## config.mk

```make
export PLATFORM = sky130hd
export DESIGN_NAME = gray_ptr_rx
export DESIGN_NICKNAME = d
export VERILOG_FILES = /design/src/rtl/gray_ptr_rx_pkg.sv /design/src/rtl/gray_ptr_rx_g2b.sv /design/src/rtl/gray_ptr_rx.sv
export SDC_FILE = /design/constraint.sdc
export NUM_CORES = 1
export LEC_CHECK = 0
export ABC_CLOCK_PERIOD_IN_PS = 8200
export CAP_MARGIN = 40
export CORE_ASPECT_RATIO = 0.6
export CORE_MARGIN = 2
export CORE_UTILIZATION = 55
export DETAILED_ROUTE_END_ITERATION = 12
export GPL_ROUTABILITY_DRIVEN = 0
export PLACE_DENSITY = 0.82
export SETUP_SLACK_MARGIN = 0.1
export SYNTH_ARGS = -nofsm -noshare
export SYNTH_HDL_FRONTEND = slang
export SYNTH_HIERARCHICAL = 1
export SYNTH_SLANG_ARGS = --single-unit
```

## constraint.sdc

```tcl
create_clock -name clk -period 8.2 [get_ports clk]
set_input_delay 1.23 -clock clk [delete_from_list [all_inputs] [get_ports clk]]
set_output_delay 1.23 -clock clk [all_outputs]
set_load 0.01 [all_outputs]
```

## src/rtl/gray_ptr_rx_pkg.sv

```systemverilog
// Shared definitions for the gray-pointer receiver: state encoding, fill length
// and the default pointer width (circular-buffer address width).
package gray_ptr_rx_pkg;

   localparam int unsigned PTR_W_DEF = 9;
   localparam int unsigned FILL_LEN  = 3;

   typedef enum logic {
      ST_FILL  = 1'b0,
      ST_TRACK = 1'b1
   } rx_state_e;

endpackage

```

## src/rtl/gray_ptr_rx_g2b.sv

```systemverilog
// Combinational gray-to-binary decoder: each binary bit is the XOR of all gray
// bits at and above its position.
module gray_ptr_rx_g2b #(
   parameter int N = 9
) (
   input  logic [N-1:0] gray_i,
   output logic [N-1:0] bin_o
);

   for (genvar i = 0; i < N; i++) begin : g_bit
      assign bin_o[i] = ^(gray_i >> i);
   end

endmodule

```

## src/rtl/gray_ptr_rx.sv

```systemverilog
// Reader-side receiver for a gray-coded pointer from another clock domain:
// two-flop resync, binary decode, per-cycle advance and multi-bit-step detection.
module gray_ptr_rx
   import gray_ptr_rx_pkg::*;
#(
   parameter int N   = PTR_W_DEF,
   parameter int ECW = 8
) (
   input  logic           clk,
   input  logic           rstn,
   input  logic [N-1:0]   gray_in,
   input  logic           err_clr,
   output logic [N-1:0]   bin_out,
   output logic           bin_valid,
   output logic           upd,
   output logic [N-1:0]   delta,
   output logic           step_err,
   output logic [ECW-1:0] err_cnt
);

   localparam logic [1:0]     FILL_LAST = 2'(FILL_LEN - 1);
   localparam logic [ECW-1:0] ERR_MAX   = '1;

   logic [N-1:0]   s1_q, s2_q, s3_q;
   logic [N-1:0]   bin_q;
   logic [N-1:0]   delta_q, delta_d;
   logic           upd_q, upd_d;
   logic           step_err_q, step_err_d;
   logic [ECW-1:0] err_cnt_q, err_cnt_d;
   logic [1:0]     fill_cnt_q, fill_cnt_d;
   rx_state_e      state_q, state_d;

   logic [N-1:0]   s2_bin;
   logic [N-1:0]   diff;

   gray_ptr_rx_g2b #(.N(N)) u_g2b (
      .gray_i (s2_q),
      .bin_o  (s2_bin)
   );

   // bin_q always equals g2b(s3_q), so the advance is taken against bin_q.
   assign diff = s2_q ^ s3_q;

   // NOTE: every next-state signal gets a default first so no path infers a latch.
   always_comb begin
      state_d    = state_q;
      fill_cnt_d = fill_cnt_q;
      upd_d      = 1'b0;
      step_err_d = 1'b0;
      delta_d    = '0;
      err_cnt_d  = err_cnt_q;

      case (state_q)
         ST_FILL: begin
            fill_cnt_d = fill_cnt_q + 2'd1;
            if (fill_cnt_q == FILL_LAST) begin
               state_d = ST_TRACK;
            end
         end
         ST_TRACK: begin
            upd_d      = |diff;
            step_err_d = (diff & (diff - N'(1))) != '0;
            delta_d    = s2_bin - bin_q;
         end
         default: state_d = ST_FILL;
      endcase

      // Clear wins over a coincident error pulse.
      if (err_clr) begin
         err_cnt_d = '0;
      end else if (step_err_q && (err_cnt_q != ERR_MAX)) begin
         err_cnt_d = err_cnt_q + ECW'(1);
      end
   end

   // NOTE: non-blocking assignments so every flop samples pre-edge values.
   always_ff @(posedge clk or negedge rstn) begin
      if (!rstn) begin
         s1_q       <= '0;
         s2_q       <= '0;
         s3_q       <= '0;
         bin_q      <= '0;
         delta_q    <= '0;
         upd_q      <= 1'b0;
         step_err_q <= 1'b0;
         err_cnt_q  <= '0;
         fill_cnt_q <= 2'd0;
         state_q    <= ST_FILL;
      end else begin
         s1_q       <= gray_in;
         s2_q       <= s1_q;
         s3_q       <= s2_q;
         bin_q      <= s2_bin;
         delta_q    <= delta_d;
         upd_q      <= upd_d;
         step_err_q <= step_err_d;
         err_cnt_q  <= err_cnt_d;
         fill_cnt_q <= fill_cnt_d;
         state_q    <= state_d;
      end
   end

   assign bin_out   = bin_q;
   assign bin_valid = (state_q == ST_TRACK);
   assign upd       = upd_q;
   assign delta     = delta_q;
   assign step_err  = step_err_q;
   assign err_cnt   = err_cnt_q;

endmodule

```

==> results.md, run 1 <==
* Die height at 55.9 µm
* DR pass1 iterations at 4
* Ports at 41
* Mapped Cells at 204
* Fin Setup TNS at 0 ps
* Max Slew Vio Count at 0
* Reg2Reg Depth at 12
* Antenna viol nets, final at 0
* Status: completed
* Min-delay src: s1_q[0]
* H-tree lvl count at 3
* Final core occ at 0.749
* # port buffers at 40
* #FFs+latches synth at 58
* Clock Latency Late Sink at 330 ps
* Leakage at 1.38 nW
* Seq/Total Area, Yosys at 0.588
* Synth Flop Type: dfrtp_1
* Unrepaired setup endpoints after global routing: no
* P&R area growth vs syn at 27.9%
* Crit Path Category: reg2reg
* Die area at 0.00506 mm²
* Syn nets at 227
* Max Clock Skew at 4.81 ps
* Initial core utilization at 0.586
* Clk slew on worst S/H paths at 60 ps
* Ant diodes at 0
* Post-synthesis cell area at 0.00247 mm²
* Flop2flop setup slack at 5050 ps
* Post-cts sizing count at 0
* First-pass GRT wire length at 7250 µm
* Number of setup buffers added after CTS at 0
* All-Layer GR Usage at 0.189
* Root buffer selected by CTS: clkbuf_8
* Critical path launch point: s2_q[8]
* Slew HR at 0.538
* Number of hold buffers added after CTS at 0
* Ys Warns at 6
* Finish-stage setup viols at 0
* Crit end category: register
* Core Area at 0.00421 mm²
* CP Data Required Time at 8420 ps
* DRT Wirelength at 4230 µm
* Grt ovf at 0
* Worst hold path stage count at 0
* Share of layout cells above drive strength 1 at 0.105
* Arrival time worst endpoint at 3370 ps
* Tightest Pin Transition at 693 ps
* Commonest non-fill, non-tap cell in the layout: dfrtp_1
* Worst Hold Path EP: s2_q[0]
* Multi-input gate area at 926 µm²
* Initial antenna violation count at 0
* HPWL after DPL at 3010 µm
* VDD IR-drop max at 0.174 mV
* Final non-filler cell total at 317
* Reg-to-reg critical path startpoint: s2_q[8]
* Wire length per cell at 13.3 µm
* Vias at 1570
* Final Cycle Share at 0.385
* Crit Path Max Fanout at 5
* Largest net degree at the start of global routing at 59
* Vias in the first global route at 1601
* Max cap viols at 0
* Filler instances at 291
* Clock sink count at 58
* Post-route cell area at 0.00316 mm²
* Fin. Hold Viols at 0
* Worst Setup Start Kind: register
* Nets@finish at 275
* Asr flop ratio synth at 1.00
* Max frequency at 317 MHz
* Power Dens Cells at 301 mW/mm²
* Die width at 90.5 µm
* Yosys cell types at 41
* Rows at 18
* Clk buf depth at 2
* Placed cell count at 301
* Placed instance area at 0.00293 mm²
* Synth Area per Inst at 12.1 µm²
* Post-synth EDFFs at 0
* Cts bufs inserted at 9
* Tmin final at 3150 ps
* Hold WC Path Type: reg2reg
* # DRC at 0
* CTS tree: built
* Vias/cell at 4.95
* Most frequent cells in the layout: 58 x dfrtp_1, 39 x clkdlybuf4s50_1, 24 x xnor2_1, 18 x inv_1, 13 x nor2_1
* Register cell area after layout at 0.00145 mm²
* Initial DRC count at 63
* R2R Path End: delta[6]
==> worst max-delay path, stage by stage (launching register included) <==
cell	delay (ps)
dfrtp_1	470
xnor2_2	320
xnor3_2	470
xor2_1	200
inv_1	70
ha_1	150
inv_1	50
fa_1	410
a21oi_2	190
o21ai_4	80
a21oi_1	190
mux2_2	350
o311ai_0	90
==> routing by layer <==
metal  share of wire  GRT usage  up-vias  wire, µm
met5               0          0        -         0
met3           0.049     0.0718       11       208
met2            0.46      0.284       31      1960
li1                -          -      771         -
met4           0.021      0.103        0        88
met1            0.47      0.238      757      1970
==> flip-flops by register name (all words and copies together) (netlist names), 2 cells and up <==
signal,count
s3_q,9
err_cnt,8
s1_q,9
fill_cnt_q,2
bin_out,9
delta,9
s2_q,9
==> final cells by class <==
type | count | area share
clock buffer | 12 | 0.0492
tap | 60 | 0.0238
timing repair buffer | 41 | 0.128
clock inverter | 4 | 0.0234
sequential | 58 | 0.460
inverter | 19 | 0.0226
multi-input combinational | 123 | 0.293
==> stage by stage <==
step | hold slack [ps] | setup slack [ps] | total power [mW]
detailed placement | 335 | 5070 | 0.659
finish | 347 | 5050 | 0.948
global route | 362 | 4900 | 1.01
floorplan | 331 | 5300 | 0.541
global placement | 332 | 5150 | 0.649
CTS | 350 | 5030 | 0.959
==> cell usage after synthesis, types with 2 or more instances <==
| library cell | n | area, µm² |
|---|---|---|
| clkbuf_1 | 2 | 7.51 |
| ha_1 | 10 | 125 |
| nand2_1 | 9 | 33.8 |
| mux2i_1 | 2 | 20.0 |
| nand2b_1 | 2 | 12.5 |
| nand3_1 | 7 | 35.0 |
| a31oi_1 | 3 | 18.8 |
| a21oi_1 | 6 | 30.0 |
| inv_1 | 18 | 67.6 |
| a21o_1 | 2 | 15.0 |
| nand4_1 | 2 | 12.5 |
| nor3_1 | 4 | 20.0 |
| o21ai_4 | 2 | 32.5 |
| xor2_1 | 6 | 52.6 |
| xnor2_1 | 24 | 210 |
| nor2_1 | 13 | 48.8 |
| dfrtp_1 | 58 | 1450 |
| o21ai_0 | 8 | 40.0 |
| or3_1 | 4 | 25.0 |
==> kinds of logic (layout without fill, tap and decap cells) <==
family          Yosys count  after routing  share of synthesized area
flops                    58             58                      0.588
mux                       3              3                     0.0127
simple gates             48             48                     0.0969
compound gates           28             28                     0.0801
xor+xnor                 32             32                      0.123
fa+ha+maj                12             12                     0.0629
buf+inv                  23             76                     0.0365
==> power breakdown <==
group | switching [mW] | internal [mW] | leakage, nW | total [mW]
clock network | 0.106 | 0.188 | 0.117 | 0.294
registers | 0.0199 | 0.330 | 0.677 | 0.350
logic | 0.148 | 0.156 | 0.588 | 0.305
==> worst max-delay path by stage <==
stage	endpoint	slack [ps]	cells after the start
after global routing	delta[6]	4900	12
after CTS	delta[6]	5030	12
after global placement	delta[6]	5150	12
after detailed placement	delta[6]	5070	12
final	delta[6]	5050	12
after floorplan	delta[6]	5300	12
No activity file was read; power rests on OpenSTA's default activity.
==> inputs of run 2 (changes only) <==
--- a/config.mk
+++ b/config.mk
@@ -5,14 +5,14 @@
 export SDC_FILE = /design/constraint.sdc
 export NUM_CORES = 1
 export LEC_CHECK = 0
-export ABC_CLOCK_PERIOD_IN_PS = 8200
+export ABC_CLOCK_PERIOD_IN_PS = 3240
 export CAP_MARGIN = 40
 export CORE_ASPECT_RATIO = 0.6
 export CORE_MARGIN = 2
-export CORE_UTILIZATION = 55
+export CORE_UTILIZATION = 52
 export DETAILED_ROUTE_END_ITERATION = 12
 export GPL_ROUTABILITY_DRIVEN = 0
-export PLACE_DENSITY = 0.82
+export PLACE_DENSITY = 0.78
 export SETUP_SLACK_MARGIN = 0.1
 export SYNTH_ARGS = -nofsm -noshare
 export SYNTH_HDL_FRONTEND = slang
==> constraint.sdc (replaced) <==
create_clock -name clk -period 3.24 [get_ports clk]
set_input_delay 0.486 -clock clk [delete_from_list [all_inputs] [get_ports clk]]
set_output_delay 0.486 -clock clk [all_outputs]
set_load 0.01 [all_outputs]
==> results.md, run 2 (synthesis gave the netlist of run 1 again) <==
* Status: completed (unchanged)
* Hold WC Path Type: in2async (was reg2reg)
* CP Data Required Time at 3450 ps (was 8420 ps)
* Number of hold buffers added after CTS at 0 (unchanged)
* CP peak stage delay at 450 ps (was 470 ps)
* Crit end category: register (unchanged)
* Ant diodes at 0 (unchanged)
* Die width at 92.9 µm (was 90.5 µm)
* Finish-stage setup viols at 0 (unchanged)
* Arrival time worst endpoint at 3180 ps (was 3370 ps)
* P&R area growth vs syn at 30.0% (was 27.9%)
* Unrepaired setup endpoints after global routing: no (unchanged)
* All-Layer GR Usage at 0.184 (was 0.189)
* Initial DRC count at 48 (was 63)
* Max Clock Skew at 7.74 ps (was 4.81 ps)
* Worst Setup Start Kind: register (unchanged)
* Tightest Pin Transition at 731 ps (was 693 ps)
* Overall power at 2.43 mW (was 948 µW)
* Post-route cell area at 0.00321 mm² (was 0.00316 mm²)
* Max cap viols at 0 (unchanged)
* Most frequent cells in the layout: 57 x dfrtp_1, 39 x clkdlybuf4s50_1, 23 x xnor2_1, 18 x inv_1, 13 x nor2_1 (was 58 x dfrtp_1, 39 x clkdlybuf4s50_1, 24 x xnor2_1, 18 x inv_1, 13 x nor2_1)
* Clock sink count at 58 (unchanged)
* Clk buf depth at 2 (unchanged)
* Grt ovf at 0 (unchanged)
* Nets@finish at 280 (was 275)
* Final non-filler cell total at 325 (was 317)
* Commonest non-fill, non-tap cell in the layout: dfrtp_1 (unchanged)
* Vias/cell at 4.86 (was 4.95)
* Clock Latency Late Sink at 340 ps (was 330 ps)
* Crit Path Max Fanout at 4 (was 5)
* Vias in the first global route at 1475 (was 1601)
* Share of layout cells above drive strength 1 at 0.134 (was 0.105)
* Tmin final at 2970 ps (was 3150 ps)
* Worst path slowest cell: dfrtp_2 (was dfrtp_1)
* Max Slew Vio Count at 0 (unchanged)
* Core Area at 0.00456 mm² (was 0.00421 mm²)
* Fin. Hold Viols at 0 (unchanged)
* Critical-path cell list: xnor2_2 -> xnor3_2 -> xor2_1 -> inv_1 -> ha_1 -> inv_1 -> fa_2 -> a21oi_2 -> o21ai_4 -> a21oi_1 -> mux2_2 -> o311ai_0 (was xnor2_2 -> xnor3_2 -> xor2_1 -> inv_1 -> ha_1 -> inv_1 -> fa_1 -> a21oi_2 -> o21ai_4 -> a21oi_1 -> mux2_2 -> o311ai_0)
* Power Dens Cells at 758 mW/mm² (was 301 mW/mm²)
* Ports at 41 (unchanged)
* Wire length per cell at 13.4 µm (was 13.3 µm)
* Leakage at 1.41 nW (was 1.38 nW)
* Setup WS pre-CTS at 190 ps (was 5070 ps)
* Crit Path Category: reg2reg (unchanged)
* DR pass1 iterations at 4 (unchanged)
* Most common cell type on the critical path: inv_1 (unchanged)
* Vias at 1580 (was 1570)
* First-pass GRT wire length at 7070 µm (was 7250 µm)
* Clk slew on worst S/H paths at 70 ps (was 60 ps)
* Fin Setup TNS at 0 ps (unchanged)
* Initial core utilization at 0.541 (was 0.586)
* H-tree lvl count at 3 (unchanged)
* VDD IR-drop max at 0.451 mV (was 0.174 mV)
* Placed instance area at 0.00295 mm² (was 0.00293 mm²)
* # port buffers at 40 (unchanged)
* Placed cell count at 306 (was 301)
* Top delay family on crit path: XOR/XNOR gates (unchanged)
* Largest net degree at the start of global routing at 34 (was 59)
* HPWL after DPL at 3120 µm (was 3010 µm)
* Rows at 19 (was 18)
* Slew HR at 0.513 (was 0.538)
* Multi-input gate area at 936 µm² (was 926 µm²)
* Register cell area after layout at 0.00145 mm² (about the same)
* CP bufs+invs at 2 (unchanged)
* # DRC at 0 (unchanged)
* Die height at 57.4 µm (was 55.9 µm)
* Cts bufs inserted at 9 (unchanged)
* Die area at 0.00533 mm² (was 0.00506 mm²)
* DRT Wirelength at 4350 µm (was 4230 µm)
* Antenna viol nets, final at 0 (unchanged)
* Root buffer selected by CTS: clkbuf_8 (unchanged)
* Final Cycle Share at 0.917 (was 0.385)
* Final worst slack at 268 ps (was 5050 ps)
* Filler instances at 332 (was 291)
* Initial antenna violation count at 0 (unchanged)
* Max frequency at 336 MHz (was 317 MHz)
* CTS tree: built (unchanged)
[run 2: repair_timing]
action                                  CTS  global route
buffers inserted                          0             3
resized for setup                         0             3
endpoints found under the setup margin    0             1
endpoints found under the hold margin     0             0
[run 2: power by group]
| part | internal [mW] | total [mW] | switching [mW] |
|---|---|---|---|
| Clock | 0.475 | 0.754 | 0.279 |
| Sequential | 0.835 | 0.884 | 0.0488 |
| Combinational | 0.412 | 0.793 | 0.380 |
[run 2: area by class of cell]
| class | instances | area share |
|---|---|---|
| multi-input combinational | 123 | 0.292 |
| timing repair buffer | 46 | 0.137 |
| clock buffer | 12 | 0.0484 |
| tap | 63 | 0.0246 |
| sequential | 58 | 0.453 |
| clock inverter | 4 | 0.0230 |
| inverter | 19 | 0.0222 |
[run 2: per-stage QoR]
stage,hold WS [ps],utilization
6_report,204,0.703
4_1_cts,213,0.695
2_1_floorplan,190,-
3_3_place_gp,332,0.645
3_5_place_dp,335,0.645
5_1_grt,245,0.703
[run 2: worst reg2reg max path, delay by kind of cell (launching register included)]
kind / cells / cell delay, ps
flops: 1 / 450
buf+inv: 2 / 140
fa+ha+maj: 2 / 540
mux: 1 / 340
compound gates: 4 / 540
xor+xnor: 3 / 840
[run 2: routing by layer]
metal | global-route usage | part of all wire | vias to the layer above
met5 | 0 | 0 | -
met4 | 0.0756 | 0.016 | 0
met3 | 0.0925 | 0.061 | 8
met2 | 0.276 | 0.48 | 36
met1 | 0.229 | 0.45 | 754
li1 | - | - | 782
[run 2: final timing paths]
check | slack, ps | start | endpoint | cells after the start
worst max-delay path | 270 | s2_q[6] | delta[6] | 12
worst min-delay path | 200 | rstn | bin_out[5] | 1
worst max register to register | 270 | s2_q[6] | delta[6] | 12
worst min register to register | 340 | s1_q[8] | s2_q[8] | 0
max in group asynchronous | 2370 | rstn | delta[0] | 2
min in group clk | 340 | s1_q[8] | s2_q[8] | 0
==> inputs of run 3 (changes only) <==
--- a/config.mk
+++ b/config.mk
@@ -9,10 +9,10 @@
 export CAP_MARGIN = 40
 export CORE_ASPECT_RATIO = 0.6
 export CORE_MARGIN = 2
-export CORE_UTILIZATION = 52
+export CORE_UTILIZATION = 45
 export DETAILED_ROUTE_END_ITERATION = 12
 export GPL_ROUTABILITY_DRIVEN = 0
-export PLACE_DENSITY = 0.78
+export PLACE_DENSITY = 0.69
 export SETUP_SLACK_MARGIN = 0.1
 export SYNTH_ARGS = -nofsm -noshare
 export SYNTH_HDL_FRONTEND = slang
==> results.md, run 3 (synthesis gave the netlist of run 1 again) <==
* VDD IR-drop max at 0.342 mV (was 0.451 mV)
* Sw frac at 0.312 (was 0.291)
* Finish-stage setup viols at 0 (unchanged)
* Vias/cell at 4.83 (was 4.86)
* HPWL after DPL at 3130 µm (was 3120 µm)
* Crit Path Max Fanout at 5 (was 4)
* Reg2Reg Depth at 12 (unchanged)
* Die width at 99.6 µm (was 92.9 µm)
* Initial DRC count at 63 (was 48)
* Flop2flop setup slack at 320 ps (was 270 ps)
* CP Data Required Time at 3440 ps (was 3450 ps)
* Comb power frac at 0.345 (was 0.326)
* Power Dens Cells at 730 mW/mm² (was 758 mW/mm²)
* Max frequency at 342 MHz (was 336 MHz)
* Tightest Pin Transition at 548 ps (was 731 ps)
* Status: completed (unchanged)
* All-Layer GR Usage at 0.158 (was 0.184)
* Vias in the first global route at 1454 (was 1475)
* Sw Pwr at 728 µW (was 708 µW)
* Max cap viols at 0 (unchanged)
* Leakage at 1.39 nW (was 1.41 nW)
* Worst Setup Start Kind: register (unchanged)
* Core Area at 0.00518 mm² (was 0.00456 mm²)
* Vias at 1590 (was 1580)
* Ant diodes at 0 (unchanged)
* Ports at 41 (unchanged)
* Max Slew Vio Count at 0 (unchanged)
* Hold WC Path Type: in2async (unchanged)
* Rows at 20 (was 19)
* Crit Path Category: reg2reg (unchanged)
* Antenna viol nets, final at 0 (unchanged)
* # DRC at 0 (unchanged)
* P&R area growth vs syn at 29.7% (was 30.0%)
* Final core occ at 0.618 (was 0.703)
* Clock sink count at 58 (unchanged)
* Flop pwr share at 0.379 (was 0.364)
* Clock share of power at 0.277 (was 0.310)
* H-tree lvl count at 3 (unchanged)
* Grt ovf at 0 (unchanged)
* DR pass1 iterations at 4 (unchanged)
* Reg-to-reg critical path startpoint: s2_q[6] (unchanged)
* R2R Path End: delta[6] (unchanged)
* Share of layout cells above drive strength 1 at 0.141 (was 0.134)
* DRT Wirelength at 4290 µm (was 4350 µm)
* Max Clock Skew at 11.0 ps (was 7.74 ps)
* Fin Setup TNS at 0 ps (unchanged)
* Slew HR at 0.635 (was 0.513)
* Clock Latency Late Sink at 340 ps (about the same)
* # port buffers at 40 (unchanged)
* Initial antenna violation count at 0 (unchanged)
* Number of hold buffers added after CTS at 0 (unchanged)
* First-pass GRT wire length at 6950 µm (was 7070 µm)
* Worst setup path end: delta[6] (unchanged)
* CTS tree: built (unchanged)
* Arrival time worst endpoint at 3130 ps (was 3180 ps)
* Clk slew on worst S/H paths at 70 ps (about the same)
* Initial core utilization at 0.476 (was 0.541)
* Root buffer selected by CTS: clkbuf_8 (unchanged)
* Tmin final at 2920 ps (was 2970 ps)
* Fin. Hold Viols at 0 (unchanged)
* Clk buf depth at 2 (unchanged)
* Commonest non-fill, non-tap cell in the layout: dfrtp_1 (unchanged)
* Pint at 1.61 mW (was 1.72 mW)
* Wire length per cell at 13.0 µm (was 13.4 µm)
* Most frequent cells in the layout: 56 x dfrtp_1, 39 x clkdlybuf4s50_1, 23 x xnor2_1, 18 x inv_1, 13 x nor2_1 (was 57 x dfrtp_1, 39 x clkdlybuf4s50_1, 23 x xnor2_1, 18 x inv_1, 13 x nor2_1)
* Nets@finish at 281 (was 280)
* Largest net degree at the start of global routing at 29 (was 34)
* Die area at 0.00611 mm² (was 0.00533 mm²)
* Die height at 61.4 µm (was 57.4 µm)
* Final Cycle Share at 0.902 (was 0.917)
* Unrepaired setup endpoints after global routing: no (unchanged)
* Crit end category: register (unchanged)
* Critical path launch point: s2_q[6] (unchanged)
* Cts bufs inserted at 9 (unchanged)
run 3: cell types whose count changed in the layout (fill, tap and decap cells not counted), sizes merged:
cell / change
bufinv: -1
buf: +1
clkinv: +1
clkbuf: -2
clkinvlp: +2
run 3: per-layer routing:
| metal | up-vias | track usage | wire length [µm] |
|---|---|---|---|
| met5 | - | 0 | 0 |
| met4 | 0 | 0.0763 | 77 |
| met3 | 10 | 0.0670 | 220 |
| met2 | 38 | 0.231 | 1850 |
| met1 | 758 | 0.208 | 2140 |
| li1 | 784 | - | - |
run 3: worst min-delay path by stage:
stage	cells past startpoint	slack (ps)	from	endpoint
CTS	1	120	rstn	fill_cnt_q[0]
floorplan	0	190	rstn	bin_out[0]
finish	1	120	rstn	fill_cnt_q[0]
global route	1	160	rstn	fill_cnt_q[0]
detailed placement	0	330	s1_q[8]	s2_q[8]
global placement	0	330	s1_q[2]	s2_q[2]
run 3: cell type report:
type | count | area [µm²]
clock buffers | 10 | 128
clock inverters | 6 | 67.6
fillers | 419 | 1980
inverters | 19 | 71.3
multi-input cells | 123 | 936
flip-flops and latches | 58 | 1450
well taps | 66 | 82.6
repair buffers | 47 | 460
run 3: power groups by stage:
stage                     logic [mW]  clock network, mW  registers [mW]
after global routing           0.883              0.703           0.896
after detailed placement       0.788                  0           0.899
after CTS                      0.791              0.668           0.885
after global placement         0.761                  0           0.897
after floorplan                0.431                  0           0.938
final                          0.804              0.646           0.884
run 3: metrics by stage:
stage | setup WS [ps] | std cells | hold WS [ps] | total power, mW | cell area [µm²]
final | 317 | 329 | 123 | 2.33 | 3200
after global routing | 141 | 329 | 157 | 2.48 | 3200
after CTS | 228 | 325 | 122 | 2.34 | 3160
after detailed placement | 222 | 309 | 335 | 1.69 | 2960
after global placement | 318 | 308 | 332 | 1.66 | 2940
after floorplan | 340 | 204 | 190 | 1.37 | 2470
run 3: critical path: stages (launching register included):
cell and delay, ps:
dfrtp_2 430, xnor2_2 220, xnor3_2 430, xor2_1 200, inv_1 60, ha_1 150, inv_1 60, fa_2 360
a21oi_2 190, o21ai_4 80, a21oi_1 160, mux2_2 340, o311ai_0 110
run 3: timing repair:
item / CTS / global route
gates resized for setup: 0 / 4
buffers inserted: 0 / 4
setup endpoints to repair: 0 / 1
==> RTL change 1: new RTL, settings of run 3 <==
Change the parameter `ECW` from 8 to 10.
--- a/src/rtl/gray_ptr_rx.sv
+++ b/src/rtl/gray_ptr_rx.sv
@@ -5,5 +5,5 @@
 #(
    parameter int N   = PTR_W_DEF,
-   parameter int ECW = 8
+   parameter int ECW = 10
 ) (
    input  logic           clk,
Interface: changed (resized err_cnt); port bits go from 41 to 43. The function was not compared with the original's and may differ.
==> RTL change 1 against run 3 <==
- power rose by 1.8%
- synthesized area rose by 3.4%
- final area rose by 4.4%
- die area rose by 3.3%
- sequential power rose by 2.4%
- non-clock buffer count rose by 2
- wire length rose by 2.4%
- sequential cell count rose by 2
- setup slack got worse by 0.010 ns
- critical path type unchanged
- critical endpoint is now delta[5]$_DFF_PN0_
- largest power group unchanged
==> RTL change 1: results (changes against run 3) <==
status:
  run_status: "complete, no violations"
min_path:
  min_from: "s1_q[4]$_DFF_PN0_"
  hold_path_class: "reg -> reg"
grt:
  grt_pass1_wl_mm: 7.48  # +7.6%
  grtUsageTotal: 0.160  # +0.00188
  grt_max_degree: 39  # +34%
  grt_pass1_vias: 1557  # +7.1%
  antenna_found_initial: 0  # unchanged
layout:
  largest_reg_flops: 10
  drive_gt1_frac: 0.110  # -0.0304
  diodes: 0  # unchanged
  nets: 291  # +3.6%
synthesis:
  ys_types: 44  # +7.3%
  synth_seq_area_share: 0.588  # unchanged
  synth_edf_count: 0  # unchanged
  synth.area.top_cells: "dfrtp_1 (59%), xnor2_1 (7.2%), ha_1 (4.9%)"
  ys_warn_count: 6  # unchanged
  synthTopCellsByCount: "dfrtp_1 (60), xnor2_1 (21), inv_1 (20)"
  synth_nets: 234  # +3.1%
timing:
  maxSlewHeadroom: 0.395  # -0.240
  finClkSkew_ns: 0.00922  # -0.00175 ns
  max_freq_ghz: 0.341  # -0.35%
pwr:
  p_sw_uw: 663  # -8.9%
  comb_power_uw: 728  # -9.5%
  leakage_nw: 1.45  # +4.0%
  irDropWorstVdd_uv: 264  # -23%
  pg_clk_uw: 743  # +15%
  switching_share: 0.279  # -0.0329
critical_path:
  worst_setup_path_endpoint: "delta[5]$_DFF_PN0_"
  slowest_delay_ns: 0.46  # +0.03 ns
  reg2reg_from: "s2_q[6]$_DFF_PN0_"
  crit_fanout: 4  # -1
  cp_top_family: "XOR/XNOR gates"
  crit_path_top_delay_cell: "dfrtp_2"
  reg2reg_depth: 10  # -2
  cp.arrival_ns: 3.14  # about the same
  reg2reg_setup_slack_ns: 0.31
route:
  drtIter0Drc: 84  # +33%
  postRouteWirelength_mm: 4.39  # +2.4%
  vias_per_cell: 4.91  # +1.7%
  first_pass_iters: 4  # unchanged
cts:
  cts_buffers: 9  # unchanged
  cts-htree-levels: 3  # unchanged
  insertion_delay_ns: 0.34  # about the same
  clkTransAtPathRegs_ns: 0.06
  clockBufferDepth: 2  # unchanged
  cts_root_buffer: "clkbuf_8"
place:
  place_ws_ns: 0.234  # +0.0116 ns
  place_area_um2: 3080  # +4.1%
  post-dp-hpwl_mm: 3.20  # +2.5%
  io_buffers: 42  # +5.0%
RTL change 1: cell types whose count changed after synthesis, moves of 2 or more:
cell	run 3	this run
xor2_1	6	10
xnor2_1	24	21
nand2_1	9	7
nor3_1	4	6
inv_1	18	20
dfrtp_1	58	60
or3_1	4	7
o21ai_4	2	0
nand3_1	7	4
a21o_1	2	0
RTL change 1: worst min path at each step:
| stage | endpoint | slack, ns | cells past startpoint |
|---|---|---|---|
| 2_1_floorplan | bin_out[0]$_DFF_PN0_ | 0.19 | 0 |
| 3_5_place_dp | err_cnt[0]$_DFFE_PN0P_ | 0.30 | 1 |
| 6_report | s2_q[4]$_DFF_PN0_ | 0.35 | 0 |
| 5_1_grt | s2_q[6]$_DFF_PN0_ | 0.36 | 0 |
| 3_3_place_gp | s2_q[3]$_DFF_PN0_ | 0.33 | 0 |
| 4_1_cts | s2_q[6]$_DFF_PN0_ | 0.35 | 0 |
RTL change 1: cell type report:
cell class | count | area (µm²)
inverter | 21 | 78.8
timing repair buffer | 49 | 483
tap | 69 | 86.3
clock buffer | 11 | 151
sequential | 60 | 1500
clock inverter | 4 | 72.6
fill | 453 | 2180
multi-input combinational | 127 | 965
RTL change 1: timing repair:
action,CTS,global route
gates resized for setup,0,3
endpoints found under the hold margin,2,0
setup endpoints to repair,0,2
setup buffers,0,2
hold buffers,1,0
RTL change 1: worst register-to-register path: stages, from the launching register on:
cell and delay [ns]:
dfrtp_2 0.46, xnor2_2 0.23, xnor3_2 0.41, buf_4 0.17, xnor2_1 0.32, ha_1 0.30, nor2b_1 0.13, o21a_1 0.18
o21ai_0 0.32, a2111o_1 0.21, o211ai_1 0.08
RTL change 1: kinds of logic (layout without fill, tap and decap cells):
logic type | count (synthesis) | after routing | synth area share
adder cells (fa/ha/maj) | 14 | 14 | 0.0691
XOR/XNOR | 33 | 33 | 0.122
AO/OA/AOI/OAI | 28 | 28 | 0.0750
AND/OR/NAND/NOR | 49 | 49 | 0.0971
flip-flops | 60 | 60 | 0.588
multiplexers | 3 | 3 | 0.0118
buffers and inverters | 24 | 85 | 0.0368
RTL change 1: routing by layer:
metal | global-route usage | part of all wire | vias up | wire, µm
li1 | - | - | 825 | -
met1 | 0.230 | 0.50 | 800 | 2180
met2 | 0.210 | 0.44 | 45 | 1950
met3 | 0.0619 | 0.051 | 6 | 224
met4 | 0.0760 | 0.010 | 0 | 44
met5 | 0 | 0 | - | 0
RTL change 1: through the flow:
step           std cells  hold WS, ns
2_1_floorplan        211        0.190
3_3_place_gp         322        0.332
3_5_place_dp         323        0.301
4_1_cts              339        0.352
5_1_grt              341        0.357
6_report             341        0.351
==> RTL change 2: new RTL, config.mk and constraints of run 3 <==
Without the edit above. Register the output `bin_valid`, without a reset; this adds one clock of latency there. The other outputs are not delayed to match.
--- a/src/rtl/gray_ptr_rx.sv
+++ b/src/rtl/gray_ptr_rx.sv
@@ -102,5 +102,7 @@
 
    assign bin_out   = bin_q;
-   assign bin_valid = (state_q == ST_TRACK);
+   always_ff @(posedge clk) begin
+      bin_valid <= (state_q == ST_TRACK);
+   end
    assign upd       = upd_q;
    assign delta     = delta_q;
Check against the original RTL: not equivalent (a bounded check fails within 4 cycles, from zero or initial values and one cycle with rstn low).
==> RTL change 2 against run 3 <==
- sequential power grew 1%
- wire length shrank 7.6%
- maximum frequency shrank 1.6%
- final area grew 0.78%
- sequential cell count grew 1
- clock skew shrank 0.0045 ns
- first-iteration DRC count shrank 24%
- setup slack lost 0.046 ns
- synthesized area grew 0.81%
- hold slack gained 0.018 ns
- power grew 3.4%
- die area grew 0.77%
- critical path type unchanged
==> RTL change 2: results (changes against run 3) <==
grt:
  grt_max_degree: 25  # -14%
  grtUsageTotal: 0.151  # -0.00682
  grt_util_met1: 0.207  # -0.000208
  grtUsageMet2: 0.213  # -0.0174
  grt_pass1_vias: 1456  # +0.14%
  grt_pass1_wl_mm: 6.79  # -2.3%
route:
  postRouteWirelength_mm: 3.97  # -7.6%
  vias: 1575  # -0.94%
  vias_per_cell: 4.83  # about the same
  met3_length_um: 251  # +14%
pwr:
  power_mw: 2.41  # +3.4%
  leakage_nw: 1.41  # +1.1%
  pg_clk_uw: 741  # +15%
  pwr-share-seq: 0.371  # -0.008
synthesis:
  yosys.area_share.adder: 0.0624  # -0.000506
  yosys.area_share.xor_xnor: 0.122  # -0.000988
  ys_types: 42  # +2.4%
  synth-compound-area-share: 0.0795  # -0.000645
  synth_nets: 228  # +0.44%
  synthMuxAreaShare: 0.0126  # -0.000102
  synth_seq_area_share: 0.592  # +0.00331
  async_reset_ff_frac: 0.983  # -0.0169
status:
  run_status: "complete, no violations"
layout:
  drive_gt1_frac: 0.115  # -0.0253
  nets: 278  # -1.1%
  postLayoutCoreUtil: 0.619  # +0.00184
place:
  place_area_um2: 2990  # +0.93%
  place_inst: 310  # +0.32%
  place_ws_ns: 0.263  # +0.0410 ns
  post-dp-hpwl_mm: 3.05  # -2.6%
timing:
  worst_hold_slack_ns: 0.141  # +0.0177 ns
  fin_crit_sh: 0.917  # +0.0142
  finClkSkew_ns: 0.00651  # -0.00445 ns
critical_path:
  reg2reg_setup_slack_ns: 0.27  # -0.05 ns
==> RTL change 2: cell count changes in the layout (fill, tap and decap cells not counted) <==
cell and change:
clkinvlp_4 -1, buf_12 -1, clkbuf_8 +2, fa_2 -1
dfxtp_1 +1, dfrtp_2 -2, buf_16 +1, buf_4 -4
clkinv_4 -2, bufinv_16 +1, dfrtp_1 +2, fa_1 +1
==> RTL change 2: how the worst max path moves through the flow <==
stage / cells past startpoint / endpoint
floorplan: 12 / delta[6]$_DFF_PN0_
global placement: 12 / delta[6]$_DFF_PN0_
detailed placement: 12 / delta[6]$_DFF_PN0_
CTS: 12 / delta[6]$_DFF_PN0_
global route: 12 / delta[6]$_DFF_PN0_
finish: 12 / delta[6]$_DFF_PN0_
==> RTL change 2: area by class of cell <==
class,instances,area share
Multi-Input combinational cell,123,0.289
Tap cell,66,0.0256
Clock inverter,4,0.0225
Inverter,19,0.0221
Sequential cell,59,0.456
Timing Repair Buffer,43,0.136
Clock buffer,12,0.0481
